===== src/rtl/pipelined_rr_arbiter.sv =====
// ============================================================================
// Module  : pipelined_rr_arbiter
// Brief   : Round-robin arbiter keeping several requests in flight to one
//           pipelined server; a tag FIFO routes in-order responses back.
// Rev     : 1.0
// ============================================================================
`default_nettype none

module pipelined_rr_arbiter #(
  parameter int REQ_DATA_WIDTH    = 16,
  parameter int SERVER_DATA_WIDTH = 16,
  parameter int N_CLIENTS         = 8,
  parameter int MAX_OUTSTANDING   = 4
) (
  input  logic                                   clk,
  input  logic                                   reset,
  input  logic [N_CLIENTS*REQ_DATA_WIDTH-1:0]    req_data_flat,
  input  logic [N_CLIENTS-1:0]                   reqs,
  output logic [SERVER_DATA_WIDTH-1:0]           data_out,
  output logic [N_CLIENTS-1:0]                   readies,
  output logic [REQ_DATA_WIDTH-1:0]              arbiter_req_data,
  output logic                                   arbiter_req,
  input  logic                                   server_req_ready,
  input  logic [SERVER_DATA_WIDTH-1:0]           server_data,
  input  logic                                   server_valid,
  output logic [$clog2(MAX_OUTSTANDING+1)-1:0]   outstanding,
  output logic                                   resp_underflow
);

  localparam int c_tag_w = (N_CLIENTS > 1) ? $clog2(N_CLIENTS) : 1;
  localparam int c_ptr_w = $clog2(MAX_OUTSTANDING);
  localparam int c_cnt_w = $clog2(MAX_OUTSTANDING + 1);
  localparam logic [N_CLIENTS-1:0] c_one = N_CLIENTS'(1);

  logic [c_tag_w-1:0]        r_ptr;
  logic [c_tag_w-1:0]        r_tags [MAX_OUTSTANDING];
  logic [c_ptr_w-1:0]        r_wr_ptr;
  logic [c_ptr_w-1:0]        r_rd_ptr;
  logic [c_cnt_w-1:0]        r_count;
  logic [N_CLIENTS-1:0]      r_pending;

  logic [N_CLIENTS-1:0]      w_eligible;
  logic                      w_found;
  logic [c_tag_w-1:0]        w_k;
  logic [c_tag_w-1:0]        w_next_ptr;
  logic                      w_grant;
  logic                      w_pop;
  logic [c_tag_w-1:0]        w_head;
  logic [N_CLIENTS-1:0]      w_grant_mask;
  logic [N_CLIENTS-1:0]      w_pop_mask;
  logic [REQ_DATA_WIDTH-1:0] w_sel_data;
  logic [c_cnt_w-1:0]        w_count_next;

  assign w_eligible = reqs & ~r_pending;
  assign outstanding = r_count;

  // First eligible client at or after the pointer, wrapping to 0.
  always_comb begin
    int idx;
    idx     = 0;
    w_found = 1'b0;
    w_k     = '0;
    for (int i = 0; i < N_CLIENTS; i++) begin
      idx = int'(r_ptr) + i;
      if (idx >= N_CLIENTS) idx = idx - N_CLIENTS;
      if (!w_found && w_eligible[idx]) begin
        w_found = 1'b1;
        w_k     = idx[c_tag_w-1:0];
      end
    end
  end

  assign w_next_ptr = (w_k == c_tag_w'(N_CLIENTS - 1)) ? '0 : w_k + 1'b1;
  assign w_sel_data = req_data_flat[w_k*REQ_DATA_WIDTH +: REQ_DATA_WIDTH];

  // The output register may reload in the same cycle it hands off to the server.
  assign w_grant = w_found
                && (r_count < c_cnt_w'(MAX_OUTSTANDING))
                && (!arbiter_req || server_req_ready);
  assign w_pop   = server_valid && (r_count != '0);
  assign w_head  = r_tags[r_rd_ptr];

  assign w_grant_mask = w_grant ? (c_one << w_k)    : '0;
  assign w_pop_mask   = w_pop   ? (c_one << w_head) : '0;

  always_comb begin
    w_count_next = r_count;
    case ({w_grant, w_pop})
      2'b10:   w_count_next = r_count + 1'b1;
      2'b01:   w_count_next = r_count - 1'b1;
      default: w_count_next = r_count;
    endcase
  end

  always_ff @(posedge clk) begin
    if (reset) begin
      r_ptr            <= '0;
      r_wr_ptr         <= '0;
      r_rd_ptr         <= '0;
      r_count          <= '0;
      r_pending        <= '0;
      arbiter_req      <= 1'b0;
      arbiter_req_data <= '0;
      data_out         <= '0;
      readies          <= '0;
      resp_underflow   <= 1'b0;
    end else begin
      if (w_grant) begin
        arbiter_req      <= 1'b1;
        arbiter_req_data <= w_sel_data;
        r_wr_ptr         <= r_wr_ptr + 1'b1;
        r_ptr            <= w_next_ptr;
      end else if (server_req_ready) begin
        arbiter_req <= 1'b0;
      end

      if (w_pop) begin
        r_rd_ptr <= r_rd_ptr + 1'b1;
        data_out <= server_data;
      end
      readies <= w_pop_mask;

      // A client's pending bit drops on the edge ending its ready pulse.
      r_pending <= (r_pending & ~readies) | w_grant_mask;

      if (server_valid && (r_count == '0)) resp_underflow <= 1'b1;
      r_count <= w_count_next;
    end
  end

  // Tag storage needs no reset: entries are only read while counted valid.
  always_ff @(posedge clk) begin
    if (w_grant) r_tags[r_wr_ptr] <= w_k;
  end

endmodule

`default_nettype wire


===== config.mk =====
export PLATFORM = sky130hd
export DESIGN_NAME = pipelined_rr_arbiter
export DESIGN_NICKNAME = d
export VERILOG_FILES = /design/src/rtl/pipelined_rr_arbiter.sv
export SDC_FILE = /design/constraint.sdc
export NUM_CORES = 1
export LEC_CHECK = 0
export CAP_MARGIN = 15
export CORE_ASPECT_RATIO = 0.75
export CORE_MARGIN = 3
export CORE_UTILIZATION = 45
export DETAILED_ROUTE_END_ITERATION = 8
export DONT_BUFFER_PORTS = 1
export PLACE_DENSITY = 0.57
export SLEW_MARGIN = 10
export SYNTH_ARGS = -nofsm -noshare
export SYNTH_HDL_FRONTEND = slang
export SYNTH_SLANG_ARGS = --single-unit

===== constraint.sdc =====
create_clock -name clk -period 6.15 [get_ports clk]
set_input_delay 1.23 -clock clk [delete_from_list [all_inputs] [get_ports clk]]
set_output_delay 1.23 -clock clk [all_outputs]
set_load 0.005 [all_outputs]

# Word-level counts from Yosys, hierarchy flattened

Memories as Yosys holds them, arrays and structs flattened. A register that Yosys moved wholly into a read port is not among the register bits.
Index checks and enable logic that the tools add are counted.
Widths: inputs -> output; s select.

Memories: 1
Input port bits: 156
RAM bits: 12
Bits in latches: 0
Register bits: 60
Logic and storage cells: 142
Output and inout bits: 45
Bits in read-only memories: 0

Reductions and logical operators: 25
Bitwise gates (word level): 6
Magnitude comparators: 17
Equal/unequal tests: 3
Div/mod/pow operators: 0
Add/sub/neg operators: 20
Shift-type cells: 3
Multipliers: 0
Multiplexer cells: 57

Memory list:

| memory | words | width | rd ports | clocked after Yosys merged registers in | write ports | line | source |
|---|---|---|---|---|---|---|---|
| r_tags | 4     | 3     | 1        | 1                                       | 1           | 36   | `logic [c_tag_w-1:0] r_tags [MAX_OUTSTANDING];` |

Operators by type and width:

| operator            | count |
|---|---|
| $lt 32x5->1 const B | 8 |
| $mux 32             | 8 |
| $shiftx 128x8->16   | 1 |
| $sub 4x4->5 const B | 7 |
| $ge 4x4->1 const B  | 7 |
| $mux 1              | 28 |
| $mux 3              | 9 |
| $bmux 1 s3          | 8 |
| $add 3x3->4 const B | 4 |
| $and 8x8->8         | 2 |
| $not 8->8           | 2 |
| $shl 1x3->8 const A | 2 |
| $logic_and 1x1->1   | 11 |
| $add 3x2->4 const B | 2 |
| $logic_not 1->1     | 8 |
| $mux 8              | 1 |
| $or 8x8->8          | 1 |
| $add 3x1->3 const B | 2 |
| $pmux 3 s2          | 1 |
| $sub 3x4->5 const B | 1 |
| $add 2x1->2 const B | 2 |
| $add 3x1->4 const B | 1 |
| $ge 3x4->1 const B  | 1 |
| $mux 2              | 2 |
| other kinds (11)    | 12 |

# Longest topological paths before layout

Gate-level depths: netlist of run 1.

Depth after elaboration: 31
Gate-level depth with buffers: 20

# Worst setup path before layout of run 1

No wires, ideal clock.

Path kind: input-to-reg
From: in reqs[5]
To: reg r_count[2], in the netlist outstanding[2]
Setup time: 0.070 ns
Arrival: 4.420 ns
Setup slack: 1.660 ns
Stages: 16
Path through: nor2b_1 mux4_2 mux2_2 and2b_1 and3_1 buf_2 a31o_2 nor2_1 inv_1 buf_2 ha_1 inv_1 fa_1 xor2_1 or3_1 a21oi_1

Cells in the longest elaborated chain, start to end: 30
Elaborated cells on any way between the ends: 53

Ends and longest elaborated chain:

| element                                         | line | source |
|---|---|---|
| from (decl)                                     | 18   | `input logic [N_CLIENTS-1:0] reqs,` |
| $and 8x8->8 (*)                                 | 54   | `assign w_eligible = reqs & ~r_pending;` |
| $bmux 1 s3                                      | 66   | `if (!w_found && w_eligible[idx]) begin` |
| $mux 1 (not written as such) (2 in series)      | 66   |  |
| $mux 1                                          | 66   |  |
| $logic_not 1->1                                 | 66   |  |
| $logic_and 1x1->1                               | 66   |  |
| $mux 1                                          | 66   |  |
| $logic_not 1->1                                 | 66   |  |
| (+13 left out)                                  | n/a  |  |
| $mux 1                                          | 66   |  |
| $logic_not 1->1                                 | 66   |  |
| $logic_and 1x1->1                               | 66   |  |
| $mux 1 (*)                                      | 66   |  |
| $logic_and 1x1->1 (*)                           | 78   | `&& (r_count < c_cnt_w'(MAX_OUTSTANDING))` |
| $logic_and 1x1->1 (*)                           | 79   | `&& (!arbiter_req \|\| server_req_ready);` |
| $eq 2x1->1 or $eq 2x2->1 (tied branches)        | 88   | `case ({w_grant, w_pop})` |
| $pmux 3 s2 or $reduce_bool 2->1 (tied branches) | n/a  |  |
| to (signal assigned)                            | 127  | `r_count <= w_count_next;` |
| to (decl)                                       | 39   | `logic [c_cnt_w-1:0] r_count;` |

Mark *: on every way between the ends. The rest lies on a longest branch, timed or not. The select of a mux whose other input is x is not followed.
A chain may end at the register's enable or synchronous reset.

# Worst setup path in the final report of run 1

From: reg r_ptr[1]
To: reg arbiter_req_data[9]

Cells in the longest elaborated chain, start to end: 29
Elaborated cells on any way between the ends: 88

Ends and longest elaborated chain:

| element                                                              | line | source |
|---|---|---|
| from (decl)                                                          | 35   | `logic [c_tag_w-1:0] r_ptr;` |
| from (signal assigned)                                               | 112  | `r_ptr <= w_next_ptr;` |
| parallel branches: the longest is 29 deep, another holds $sub 4x4->5 | n/a  |  |
| to (signal assigned)                                                 | 110  | `arbiter_req_data <= w_sel_data;` |
| to (decl)                                                            | 21   | `output logic [REQ_DATA_WIDTH-1:0] arbiter_req_data,` |

Several ways; the timed one is not identified. The select of a mux whose other input is x is not followed.

==> results.cfg, run 1 <==
[sta]
finalMaxSlewViolations = 0
period_minus_slack_ns = 5.10
fin_skew_ns = 0.00979
finalCritPeriodShare = 0.829
max_slew.worst_pin.slew_ns = 1.11
worst_slew_margin_rel = 0.255
max_freq_mhz = 196
finalHoldViolCount = 0
setup_viol = 0
rsz0062_at_grt = false
fin_tns_setup_ns = 0

[placement]
gp_congestion = 1.03
hpwlAfterDp_um = 12800
dp.cells = 735
io_buffers = 0

[clock_tree]
htree_levels = 3
cts_tree = built
clkLatencyLatePin_ns = 0.34
cts.clk_slew.worst_paths_ns = 0.06
clock_tree.buffer_depth = 2
cts_root_buffer = clkbuf_16
clock_sinks = 74
postCtsHoldBufs = 0
post_cts_resized = 0
cts_inserted_buffers = 9
post_cts_buffers = 0

[global_routing]
grt_max_degree = 56
track_usage = 0.238
antenna_found_initial = 0
grt_pass1_vias = 4523
overflow = 0
grt_pass1_wl_um = 25800

[power]
power_uw = 4280
total_leakage_power_uw = 0.00212
ir_drop_v = 0.000273
p_per_area_nw_per_um2 = 713

[worst_hold_path]
hold_path.class = reg -> reg

[cells_and_area]
nets = 754
fin_cells = 751
antenna_cells = 0
utilization = 0.503
syn_to_final_growth_pct = 6.70
drive_gt1_frac = 0.161

[run]
drv_cap = 0

[detailed_routing]
drc = 0
drt_wl_total_um = 17200
via_per_inst = 6.59
dr.pass1.iters = 8
drt-initial-drc-count = 531
ant_nets = 0
wire_per_inst_um = 22.9
vias = 4947

[die]
coreArea_um2 = 11900
dieArea_um2 = 13900
row_count = 34
die_x_um = 135
start_util = 0.472
pin_count = 201
die_h_um = 103

[synthesis]
ys.flop_type = dfxtp_1
synth_edf_count = 12
avgSynthCellArea_um2 = 9.23
synthDistinctLibCells = 62
async_reset_ff_frac = 0
synth.yosys.seq_area_share = 0.285
yosys_warnings = 0
synth_area_um2 = 5620
synth_nets = 779
ys_ff_latch = 74
synth_cells = 609

[worst_setup_path]
worstSetupPathType = reg -> reg
cp.required_ns = 6.33
r2r_setup_slack_ns = 1.05
cp.arrival_ns = 5.27
critPathCaptureType = flip-flop
worstSetupStartpointType = flip-flop
cp_max_fo = 28

[run_status]
status = complete, no violations
-- worst paths after layout --
kind,from,endpoint,depth (start not counted)
setup / recovery,r_ptr[1],arbiter_req_data[9],14
hold / removal,data_out[12],data_out[12],2
setup reg to reg,r_ptr[1],arbiter_req_data[9],14
hold reg to reg,data_out[12],data_out[12],2
-- routing by layer --
metal  global-route usage  part of all wire  routed length [µm]  vias up
li1                     -                 -                   -     2291
met1                0.346              0.46                7950     2394
met3               0.0551             0.076                1310       28
met2                0.361              0.44                7620      234
met4               0.0604             0.019                 318        0
met5                    0                 0                   0        -
-- flip-flops by register name, summed over array words and instances, names as in the netlist, named ones only --
| register | count |
|---|---|
| resp_underflow | 1 |
| r_tags | 12 |
| outstanding | 3 |
| r_rd_ptr | 2 |
| r_pending | 8 |
| r_wr_ptr | 2 |
| arbiter_req | 1 |
| data_out | 16 |
| arbiter_req_data | 16 |
| readies | 8 |
| r_ptr | 3 |
-- synth_stat cells (all sizes together), types with 4 or more instances --
master,n,area share
nor3b,4,0.0062
o211ai,85,0.11
a31oi,4,0.0056
and2,7,0.0078
nor2b,15,0.017
dfxtp,62,0.22
mux4,19,0.076
nor2,45,0.030
clkbuf,36,0.024
buf,22,0.036
a21o,4,0.0053
nand2b,17,0.019
mux2,18,0.037
edfxtp,12,0.064
and3,4,0.0045
xor2,5,0.0078
ha,13,0.029
nand4,17,0.019
nand2,48,0.033
a2111oi,33,0.058
mux2i,44,0.081
a21oi,42,0.038
inv,15,0.010
xnor2,4,0.0076
-- layout make-up --
class / instances / area (µm²)
well taps: 162 / 203
clock buffers: 12 / 279
flip-flops and latches: 74 / 1600
clock inverters: 4 / 52.6
inverters: 15 / 56.3
multi-input cells: 462 / 3640
fillers: 1116 / 5920
repair buffers: 22 / 165
-- cells by family (layout without fill, tap and decap cells) --
group,count (synthesis),after routing,synth area share
simple gates,172,172,0.155
mux,81,81,0.193
flops,74,74,0.285
compound gates,186,186,0.248
fa+ha+maj,14,14,0.0325
xor+xnor,9,9,0.0154
buf+inv,73,53,0.0704
-- layout by cell type (no fill, tap or decap), types with 3 or more instances in the layout --
| cell | Yosys | final |
|---|---|---|
| a2111oi_2 | 3 | 3 |
| nor2b_1 | 15 | 15 |
| nand4_1 | 17 | 17 |
| o211ai_1 | 85 | 85 |
| mux2i_1 | 43 | 43 |
| mux4_2 | 19 | 19 |
| ha_1 | 13 | 13 |
| o221ai_1 | 3 | 3 |
| nand2b_1 | 17 | 17 |
| xnor2_1 | 3 | 3 |
| a21o_1 | 4 | 4 |
| and3_1 | 4 | 4 |
| mux2_2 | 17 | 17 |
| inv_1 | 11 | 11 |
| clkbuf_16 | 0 | 11 |
| dfxtp_1 | 62 | 62 |
| a21oi_1 | 41 | 41 |
| xor2_1 | 5 | 5 |
| buf_4 | 2 | 22 |
| nor2_1 | 45 | 44 |
| nor3b_1 | 3 | 3 |
| inv_2 | 4 | 4 |
| and2_1 | 7 | 7 |
| a2111oi_1 | 15 | 15 |
| nand3b_1 | 3 | 3 |
| a2111oi_0 | 15 | 15 |
| edfxtp_1 | 12 | 12 |
| nand2_1 | 47 | 47 |
| a41oi_1 | 3 | 3 |
-- where the power goes --
part | leakage (µW) | switching, µW | internal [µW]
clock network | 0.000160 | 211 | 365
registers | 0.000623 | 124 | 685
logic | 0.00134 | 1650 | 1240
-- through the flow --
| stage | hold slack [ns] | area (µm²) | setup WS, ns |
|---|---|---|---|
| after global placement | 0.461 | 5660 | 0.952 |
| after CTS | 0.473 | 6000 | 1.21 |
| after detailed placement | 0.465 | 5660 | 0.961 |
| final | 0.473 | 6000 | 1.05 |
| after floorplan | 0.453 | 5620 | 1.66 |
| after global routing | 0.485 | 6000 | 0.775 |
-- critical path: stages (launching register included) --
cell       delay, ns
dfxtp_1         0.31
buf_4           0.21
inv_2           0.14
ha_1            0.29
xnor2_2         0.27
mux4_2          0.60
mux2i_4         0.25
and2b_1         0.25
nand3b_1        0.78
buf_4           0.45
o211ai_1        0.08
nand4_1         0.12
a2111oi_0       0.90
buf_4           0.24
a2111oi_1       0.05
(Power assumes the default switching activity.)
==> inputs of run 2 (changes only) <==
Settings changed: ABC_AREA set to 1, PLACE_DENSITY 0.57 to 0.59.
Clock period 6.15 ns to 4.25 ns, I/O delays scaled along.
==> results.cfg, run 2 <==
[run_status]
status = complete, no violations

[synthesis]
synth_area_leaders = dfxtp_1, nand3_1, nand2_1, edfxtp_1, nor2_1
yosys.area.top_type = dfxtp_1
synth_area_um2 = 4880
synthTopCellsByCount = nand3_1, nand2_1, nor2_1
synth_top_area_frac = 0.254
synth_edf_count = 12
synthDistinctLibCells = 38
synth_nets = 887
synth_cells = 717
yosys_warnings = 0
post-synth-top-count-cell = nand3_1
async_reset_ff_frac = 0
synth.yosys.seq_area_share = 0.328
avgSynthCellArea_um2 = 6.81
ys.flop_type = dfxtp_1
ys_ff_latch = 74

[global_routing]
track_usage = 0.248
grt_max_degree = 68
grt_pass1_wl_um = 23700
antenna_found_initial = 0
grt_pass1_vias = 4377
overflow = 0

[worst_hold_path]
hold_end = resp_underflow
whs_path_depth = 2
min_from = resp_underflow
hold_path.class = reg -> reg

[sta]
fin_tns_setup_ns = 0
rsz0062_at_grt = false
finalMaxSlewViolations = 0
hold_ws_ns = 0.472
period_minus_slack_ns = 3.70
setup_viol = 0
finalHoldViolCount = 0
finalCritPeriodShare = 0.870
max_slew.worst_pin.slew_ns = 0.646
fin_skew_ns = 0.00909
max_freq_mhz = 270
worst_slew_margin_rel = 0.569

[clock_tree]
htree_levels = 3
cts.clk_slew.worst_paths_ns = 0.06
post_cts_resized = 0
cts_inserted_buffers = 9
clock_sinks = 74
cts_root_buffer = clkbuf_16
post_cts_buffers = 0
postCtsHoldBufs = 0
clock_tree.buffer_depth = 2
clkLatencyLatePin_ns = 0.33
cts_tree = built

[cells_and_area]
final_common_cell = nand3_1
nets = 864
syn_to_final_growth_pct = 6.72
final_cell_mix = nand3_1, nand2_1, nor2_1
largestRegisters = arbiter_req_data: 16 flops, data_out: 16 flops, r_tags: 12 flops
drive_gt1_frac = 0.0773
fin_cells = 835
antenna_cells = 0

[worst_setup_path]
cp_common_cell = nand3_1
r2r_setup_slack_ns = 0.55
path_buf_inv = 4
reg2reg_to = arbiter_req_data[2]
crit_chain = inv_2 -> ha_1 -> inv_1 -> nand3_1 -> nand3_2 -> nand2_2 -> nor2_8 -> nand4_4 -> nor2_4 -> nand3_2 -> nand3_2 -> buf_4 -> nand3_1 -> nand3_1 -> nand3_1 -> nand3_1 -> nand2_1 -> inv_1
cp_max_fo = 64
worstSetupStartpointType = flip-flop
rr_worst_depth = 18
critPathCaptureType = flip-flop
critPathMaxStageDelay_ns = 0.58
timing.rr.start = r_ptr[0]
cp.arrival_ns = 3.98
path_delay_family = simple AND/OR/NAND/NOR gates
worstSetupPathType = reg -> reg
cpMaxStageDelayCell = dfxtp_1
cp.required_ns = 4.53

[die]
start_util = 0.469
die_x_um = 126
pin_count = 201
row_count = 32
dieArea_um2 = 12100
coreArea_um2 = 10400
die_h_um = 96.2

[placement]
hpwlAfterDp_um = 11900
gp_congestion = 0.932
io_buffers = 0
dp.cells = 818

[detailed_routing]
wire_per_inst_um = 18.5
ant_nets = 0
via_per_inst = 5.80
drc = 0
drt_wl_total_um = 15500
dr.pass1.iters = 5
vias = 4839
drt-initial-drc-count = 420

[run]
drv_cap = 0
[run 2: changes by cell type in the layout (fill, tap and decap cells not counted), moves of 16 or more]
| cell | before | now |
|---|---|---|
| mux2i_1 | 43 | 0 |
| mux2_2 | 17 | 0 |
| o211ai_1 | 85 | 0 |
| mux4_2 | 19 | 0 |
| nor2_1 | 44 | 64 |
| nand3_1 | 2 | 221 |
| a21oi_1 | 41 | 20 |
| nand2b_1 | 17 | 0 |
| o21ai_0 | 1 | 26 |
| inv_1 | 11 | 60 |
| nand2_1 | 47 | 124 |
| o21a_1 | 0 | 16 |
[run 2: worst max path at each step]
stage,start,endpoint,slack (ns),depth (start not counted)
after floorplan,r_ptr[1],outstanding[2],1.01,20
after detailed placement,r_ptr[0],arbiter_req_data[5],0.62,18
after CTS,r_ptr[0],arbiter_req_data[5],0.59,18
after global routing,r_ptr[0],arbiter_req_data[3],0.11,20
final,r_ptr[0],arbiter_req_data[2],0.55,18
after global placement,r_ptr[0],arbiter_req_data[5],0.71,18
[run 2: area by class of cell]
class | count | area [µm²]
fill | 1100 | 5200
multi-input combinational | 532 | 2750
sequential | 74 | 1600
inverter | 64 | 240
clock buffer | 10 | 239
tap | 136 | 170
timing repair buffer | 13 | 105
clock inverter | 6 | 97.6
[run 2: cell families (layout without fill, tap and decap cells)]
| logic type | Yosys count | count (layout) | synth area share |
|---|---|---|---|
| AOI/OAI and AO/OA | 78 | 78 | 0.0949 |
| xor gates and xnor gates | 3 | 3 | 0.0108 |
| adders and majority gates | 14 | 14 | 0.0374 |
| buffers and inverters | 111 | 93 | 0.110 |
| DFF | 74 | 74 | 0.328 |
| and+or+nand+nor | 437 | 437 | 0.419 |
[run 2: per-stage QoR]
stage | utilization | instance area [µm²] | worst slack, ns
final | 0.500 | 5210 | 0.551
after global placement | 0.466 | 4860 | 0.709
after detailed placement | 0.466 | 4860 | 0.616
after global routing | 0.500 | 5210 | 0.111
after floorplan | - | 4880 | 1.01
after CTS | 0.499 | 5190 | 0.593
[run 2: worst min-delay path, stage by stage, from the launching register on]
cell	delay, ns
dfxtp_1	0.32
inv_1	0.05
a21oi_1	0.06
[run 2: per-layer routing]
layer | part of all wire | GRT usage | wire length [µm]
met1 | 0.45 | 0.344 | 6970
met2 | 0.44 | 0.378 | 6880
met3 | 0.095 | 0.0854 | 1470
met4 | 0.0092 | 0.0473 | 142
met5 | 0 | 0 | 0
Power of run 2 is not shown: default switching activity piles up to over one toggle a cycle in this logic, so the estimate is an artifact.
==> inputs of run 3 (changes only) <==
Settings changed: PLACE_DENSITY 0.59 to 0.57, SLEW_MARGIN 10 to 20.
Clock period 4.25 ns to 3.8 ns, I/O delays scaled along.
==> results.cfg, run 3 (same netlist as run 2, synthesis figures left out) <==
[die]
dieArea_um2 = 12100
start_util = 0.469
coreArea_um2 = 10400
row_count = 32
die_h_um = 96.2
pin_count = 201
die_x_um = 126

[worst_setup_path]
reg2reg_to = arbiter_req_data[6]
cp_common_cell = nand3_1
cp.required_ns = 4.08
r2r_setup_slack_ns = 0.38
timing.rr.start = r_ptr[0]
critPathCaptureType = flip-flop
startpoint = r_ptr[0]
cp.depth = 18
path_delay_family = simple AND/OR/NAND/NOR gates
path_buf_inv = 4
rr_worst_depth = 18
cp.arrival_ns = 3.70
worstSetupStartpointType = flip-flop
cp_max_fo = 64
worstSetupPathType = reg -> reg
endpoint = arbiter_req_data[6]
critPathMaxStageDelay_ns = 0.49
cpMaxStageDelayCell = buf_4
crit_chain = inv_2 -> ha_1 -> inv_1 -> nand3_1 -> nand3_1 -> nand2_2 -> nor2_8 -> nand4_4 -> nor2_4 -> nand3_2 -> nand3_2 -> buf_4 -> nand3_1 -> nand3_1 -> nand3_1 -> nand3_1 -> nand2_1 -> inv_1

[clock_tree]
post_cts_resized = 0
clkLatencyLatePin_ns = 0.33
clock_sinks = 74
cts.clk_slew.worst_paths_ns = 0.06
cts_tree = built
htree_levels = 3
clock_tree.buffer_depth = 2
cts_root_buffer = clkbuf_16
cts_inserted_buffers = 9
post_cts_buffers = 0
postCtsHoldBufs = 0

[detailed_routing]
drt_wl_total_um = 15300
via_per_inst = 5.76
vias = 4808
dr.pass1.iters = 5
drt-initial-drc-count = 430
wire_per_inst_um = 18.4
drc = 0
ant_nets = 0

[run_status]
status = complete, no violations

[cells_and_area]
nets = 864
antenna_cells = 0
largestRegisters = arbiter_req_data: 16 flops, data_out: 16 flops, r_tags: 12 flops
final_common_cell = nand3_1
fillers = 1054
syn_to_final_growth_pct = 7.05
final_cell_mix = nand3_1, nand2_1, nor2_1
drive_gt1_frac = 0.0744

[sta]
max_freq_mhz = 292
fin_tns_setup_ns = 0
finalCritPeriodShare = 0.900
finalMaxSlewViolations = 0
worst_slew_margin_rel = 0.568
fin_skew_ns = 0.00818
max_slew.worst_pin.slew_ns = 0.647
setup_viol = 0
rsz0062_at_grt = false
period_minus_slack_ns = 3.42
finalHoldViolCount = 0

[global_routing]
track_usage = 0.244
grt_pass1_wl_um = 23200
use_met2 = 0.362
met1_usage = 0.348
grt_busiest_layer = met2
grt_max_degree = 68
overflow = 0
antenna_found_initial = 0
grt_util_met3 = 0.0810
grt_pass1_vias = 4336

[worst_hold_path]
hold_path.class = reg -> reg
min_from = resp_underflow

[run]
drv_cap = 0

[placement]
io_buffers = 0
hpwlAfterDp_um = 11800
gp_congestion = 0.924
[run 3: how the worst min path moves through the flow]
stage	end	slack, ns	depth (start not counted)
floorplan	resp_underflow	0.45	2
global placement	resp_underflow	0.45	2
detailed placement	resp_underflow	0.46	2
CTS	resp_underflow	0.47	2
global route	r_pending[3]	0.48	1
finish	resp_underflow	0.47	2
[run 3: layout make-up]
cell class	count	area (µm²)	area share
clock buffers	12	258	0.0493
clock inverters	4	27.5	0.00527
inverters	64	240	0.0460
multi-input cells	532	2750	0.527
flip-flops and latches	74	1600	0.307
well taps	136	170	0.0326
repair buffers	13	173	0.0331
[run 3: per-layer routing]
| layer | part of all wire | wire (µm) |
|---|---|---|
| met5 | 0 | 0 |
| met4 | 0.012 | 191 |
| met3 | 0.11 | 1630 |
| met2 | 0.42 | 6500 |
| met1 | 0.46 | 7010 |
[run 3: worst reg2reg max path, delay by kind of cell (launching register included)]
family	cells	cell delay [ns]
flops	1	0.34
simple gates	13	1.76
buf+inv	4	0.86
fa+ha+maj	1	0.43
[run 3: through the flow]
step           cells  setup WS (ns)  cell area (µm²)  hold WS (ns)  utilization
6_report         835          0.380             5220         0.469        0.502
5_1_grt          835         0.0616             5220         0.480        0.502
4_1_cts          835          0.421             5220         0.468        0.502
3_5_place_dp     819          0.431             4940         0.460        0.474
3_3_place_gp     819          0.456             4940         0.455        0.474
2_1_floorplan    717          0.565             4880         0.447            -
Power of run 3 is left out for the same reason.
